<file path="src/rtl/alu_issue_ctrl.sv">
// alu_issue_ctrl: valid/ready sequencing front-end for the 32-bit ALU.
// Registers a request into the ALU operand regs, gives the ALU one full
// cycle (EXEC), captures result/flags and holds them until consumed (DONE).
// Also tracks consumed-result count and a sticky overflow flag.
module alu_issue_ctrl #(
  parameter int CNT_W = 16
) (
  input  logic             clk_i,
  input  logic             rst_ni,
  input  logic             in_valid_i,
  output logic             in_ready_o,
  input  logic [2:0]       in_op_i,
  input  logic [31:0]      in_a_i,
  input  logic [31:0]      in_b_i,
  output logic [2:0]       alu_op_o,
  output logic [31:0]      alu_a_o,
  output logic [31:0]      alu_b_o,
  input  logic [31:0]      alu_f_i,
  input  logic             alu_zf_i,
  input  logic             alu_of_i,
  output logic             out_valid_o,
  input  logic             out_ready_i,
  output logic [31:0]      out_f_o,
  output logic             out_zf_o,
  output logic             out_of_o,
  output logic [CNT_W-1:0] op_count_o,
  output logic             sticky_of_o,
  input  logic             clr_sticky_i
);

  typedef enum logic [1:0] {IDLE, EXEC, DONE} state_e;

  typedef struct packed {
    logic [2:0]  op;
    logic [31:0] a;
    logic [31:0] b;
  } req_t;

  typedef struct packed {
    logic [31:0] f;
    logic        zf;
    logic        of;
  } rsp_t;

  state_e            state_q, state_d;
  req_t              req_q;
  rsp_t              rsp_q;
  logic [CNT_W-1:0]  cnt_q;
  logic              sticky_q;

  logic in_hs, out_hs, res_ld;

  // State register
  always_ff @(posedge clk_i or negedge rst_ni) begin
    if (!rst_ni) state_q <= IDLE;
    else         state_q <= state_d;
  end

  // Next-state: DONE can chain straight into EXEC when a new request waits
  always_comb begin
    state_d = state_q;
    case (state_q)
      IDLE:    if (in_hs)  state_d = EXEC;
      EXEC:                state_d = DONE;
      DONE:    if (out_hs) state_d = in_valid_i ? EXEC : IDLE;
      default:             state_d = IDLE;
    endcase
  end

  // Handshake/strobe decode; in_ready follows out_ready only in DONE
  always_comb begin
    in_ready_o  = 1'b0;
    out_valid_o = 1'b0;
    res_ld      = 1'b0;
    case (state_q)
      IDLE:    in_ready_o  = 1'b1;
      EXEC:    res_ld      = 1'b1;
      DONE: begin
        out_valid_o = 1'b1;
        in_ready_o  = out_ready_i;
      end
      default: in_ready_o  = 1'b0;
    endcase
    in_hs  = in_valid_i  & in_ready_o;
    out_hs = out_valid_o & out_ready_i;
  end

  // ALU operand registers: only an accepted request changes them
  always_ff @(posedge clk_i or negedge rst_ni) begin
    if (!rst_ni)    req_q <= '0;
    else if (in_hs) req_q <= '{op: in_op_i, a: in_a_i, b: in_b_i};
  end

  // Result capture after the ALU has had the whole EXEC cycle to settle
  always_ff @(posedge clk_i or negedge rst_ni) begin
    if (!rst_ni)     rsp_q <= '0;
    else if (res_ld) rsp_q <= '{f: alu_f_i, zf: alu_zf_i, of: alu_of_i};
  end

  // Consumed-result counter, wraps naturally at 2^CNT_W
  always_ff @(posedge clk_i or negedge rst_ni) begin
    if (!rst_ni)     cnt_q <= '0;
    else if (out_hs) cnt_q <= cnt_q + 1'b1;
  end

  // Sticky overflow: a consumed overflowing result beats a same-cycle clear
  always_ff @(posedge clk_i or negedge rst_ni) begin
    if (!rst_ni)                 sticky_q <= 1'b0;
    else if (out_hs && rsp_q.of) sticky_q <= 1'b1;
    else if (clr_sticky_i)       sticky_q <= 1'b0;
  end

  assign alu_op_o    = req_q.op;
  assign alu_a_o     = req_q.a;
  assign alu_b_o     = req_q.b;
  assign out_f_o     = rsp_q.f;
  assign out_zf_o    = rsp_q.zf;
  assign out_of_o    = rsp_q.of;
  assign op_count_o  = cnt_q;
  assign sticky_of_o = sticky_q;

endmodule

</file>
<file path="config.mk">
export PLATFORM = sky130hd
export DESIGN_NAME = alu_issue_ctrl
export DESIGN_NICKNAME = d
export VERILOG_FILES = /design/src/rtl/alu_issue_ctrl.sv
export SDC_FILE = /design/constraint.sdc
export NUM_CORES = 1
export LEC_CHECK = 0
export CORE_MARGIN = 4
export CORE_UTILIZATION = 36
export DETAILED_ROUTE_END_ITERATION = 6
export GPL_TIMING_DRIVEN = 0
export PLACE_DENSITY = 0.69
export SLEW_MARGIN = 20
export SYNTH_ARGS = -nofsm -noshare
export SYNTH_HDL_FRONTEND = slang
export SYNTH_SLANG_ARGS = --single-unit
</file>
<file path="constraint.sdc">
create_clock -name clk_i -period 2.9 [get_ports clk_i]
set_input_delay 0.29 -clock clk_i [delete_from_list [all_inputs] [get_ports clk_i]]
set_output_delay 0.29 -clock clk_i [all_outputs]
set_load 0.005 [all_outputs]
</file>
==> flow_metrics.tcl <==
set metrics [dict create \
    status "completed" \
    clockRootBuffer "clkbuf_16" \
    finalSetupTns_ps 0 \
    dieArea_um2 14870 \
    dp_hpwl_um 8923 \
    vias_per_cell 4.504 \
    yosysSeqAreaShare_pct 64.24 \
    synth-warning-count 0 \
    async_reset_ff_share_pct 100.0 \
    drtAntennaViolNets 0 \
    htreeDepth 4 \
    path_class "reg -> out" \
    grt.total_usage_pct 16.38 \
    p_per_area_nw_per_um2 842.5 \
    ys_types 29 \
    crit_fanout 5 \
    finClkSkew_ps 5.678 \
    cts-buffers-inserted 17 \
    final_max_slew_viol_count 0 \
    synth.avg_cell_area_um2 16.40 \
    cts_tree "built" \
    p_leak_uw 0.003321 \
    antenna_found_initial 0 \
    tightest_slew_ps 538.8 \
    hold_viol_final 0 \
    path_clk_slew_ps 50 \
    die_x_um 122.0 \
    met1_length_um 4315 \
    worstPathArrival_ps 1630 \
    grt-ovfl-total 0 \
    grt_max_degree 64 \
    post_cts_buffers 0 \
    required_ps 2610 \
    setup_viol 0 \
    hold_buffers 1 \
    wl_met3_um 1225 \
    min_path_type "in -> async" \
    postSynthRegisterBits 120 \
    clkSinkCount 120 \
    drtPass1Iterations 4 \
    post_dp_cell_area_um2 7171 \
    fillers 1038 \
    fin_crit_ps 1918 \
    ios 226 \
    start_util_pct 36.89 \
    max-cap-violations 0 \
    synth_edf_count 0 \
    critPathCaptureType "output pin" \
    routed_wl_um 11640 \
    relSlewSlack_pct 64.08 \
    syn_inst 285 \
    top_layer_used "met4" \
    drc 0 \
    post_cts_resized 0 \
    rows 41 \
    yosysTopAreaCellShare_pct 64.24 \
    synth.area.top_cells "dfrtp_1 (64%), mux2_2 (15%), mux2_4 (6.1%)" \
    ys.flop_type "dfrtp_1" \
    area_growth_pct 67.34 \
    rsz0062_at_grt "false" \
    wl_met2_um 5907 \
    grt_pass1_vias 3631 \
    finalCritPeriodShare_pct 66.14 \
    nets 638 \
    finalInstanceArea_um2 7823 \
    final_core_util_pct 61.74 \
    synth_top_area_cell "dfrtp_1" \
    num_vias 3225 \
    io_buffers 225 \
    antennaDiodeCount 0 \
    clock_path_buffers 2 \
    drive_above_1_share_pct 24.26 \
    grt_pass1_wl_um 18710 \
    wl_per_cell_um 16.26 \
    synth_area_um2 4674 \
    synth.net_count 392 \
    clk_latency_ps 400 \
    gp_congestion 0.7322 \
    die_y_um 122.0 \
    drt_iter0_drc 86 \
    ir_worst_vdd_mv 0.5463 \
    core_region_area_um2 12670 \
    fmax_mhz 521.4 \
    critPathLaunchType "flop" \
]
[worst paths after layout]
kind                                            start                         end  slack [ps]  cells past startpoint
hold / removal                                 rst_ni  op_count_o[12]$_DFFE_PN0P_         410                      2
setup reg to reg            op_count_o[0]$_DFFE_PN0P_  op_count_o[10]$_DFFE_PN0P_        1220                      5
hold reg to reg            op_count_o[15]$_DFFE_PN0P_  op_count_o[15]$_DFFE_PN0P_         470                      1
setup / recovery               state_q[1]$_DFFE_PN0P_                 out_valid_o         980                      2
min in group clk_i                       clr_sticky_i     sticky_of_o$_DFFE_PN0P_         460                      2
max in group asynchronous                      rst_ni     alu_a_o[28]$_DFFE_PN0P_        1800                      3
[area by class of cell]
class | count | area [µm²] | area share (%)
plain buffers | 12 | 102.6 | 1.312
multi-input cells | 150 | 1558 | 19.91
repair buffers | 227 | 2291 | 29.29
inverters | 3 | 11.26 | 0.1440
well taps | 172 | 215.2 | 2.751
clock buffers | 24 | 501.7 | 6.414
clock inverters | 8 | 140.1 | 1.791
flip-flops and latches | 120 | 3003 | 38.39
[report_power, final]
part / internal (µW) / leakage [µW] / switching, µW / total, µW
sequential: 2150 / 0.00143 / 268 / 2420
combinational: 1370 / 0.00157 / 569 / 1940
clock: 1550 / 0.000320 / 688 / 2230
total: 5070 / 0.00332 / 1530 / 6590
[registers in the layout, indices dropped and copies added, names as in the netlist]
name,flops
out_zf_o,1
alu_b_o,32
alu_a_o,32
alu_op_o,3
out_f_o,32
state_q,2
op_count_o,16
sticky_of_o,1
out_of_o,1
[metrics by stage]
step | hold slack (ps) | cells | power (µW) | setup slack, ps
after global routing | 467.0 | 716 | 6956 | 911.5
final | 413.4 | 716 | 6590 | 982.1
after CTS | 419.8 | 716 | 6700 | 937.8
after detailed placement | 290.4 | 683 | 4416 | 742.3
after global placement | 461.4 | 682 | 4360 | -3080
after floorplan | -5.591 | 285 | 3084 | 1374
[layout by cell type (no fill, tap or decap), types with 5 or more instances in the layout]
cell             synthesis  final
clkdlybuf4s50_1          0    224
dfrtp_1                120    120
mux2_2                  64     64
mux2_4                  19     19
mux2_1                  18     18
clkbuf_16                0     17
xnor2_1                 11     11
nand2_1                  9      9
clkbuf_8                 0      5
[Yosys cell counts (2+ instances only)]
master     n
and2_1     2
and3_1     2
and4_1     2
buf_2      4
buf_4      4
buf_6      2
buf_8      2
dfrtp_1  120
inv_1      3
mux2_1    18
mux2_2    64
mux2_4    19
nand2_1    9
nand3_1    4
nand4_1    2
nor2_1     2
xnor2_1   11
xor2_1     4
[cells by family after synthesis]
group | synth area share, %
XOR/XNOR | 2.810
AO/OA/AOI/OAI | 0.5085
buffers and inverters | 2.436
multiplexers | 25.86
flip-flops | 64.24
AND/OR/NAND/NOR | 3.881
adder cells (fa/ha/maj) | 0.2676
[routing by layer]
layer | vias up | GRT usage, %
met5 | - | 0
met4 | 0 | 5.322
met3 | 18 | 8.542
met2 | 133 | 27.04
met1 | 1581 | 18.36
li1 | 1493 | -
[worst max-delay path, cell delays in order (launching register included)]
cell and delay, ps:
dfrtp_1 430, nor2b_1 240, clkdlybuf4s50_1 560
No activity file was read; power rests on OpenSTA's default activity.
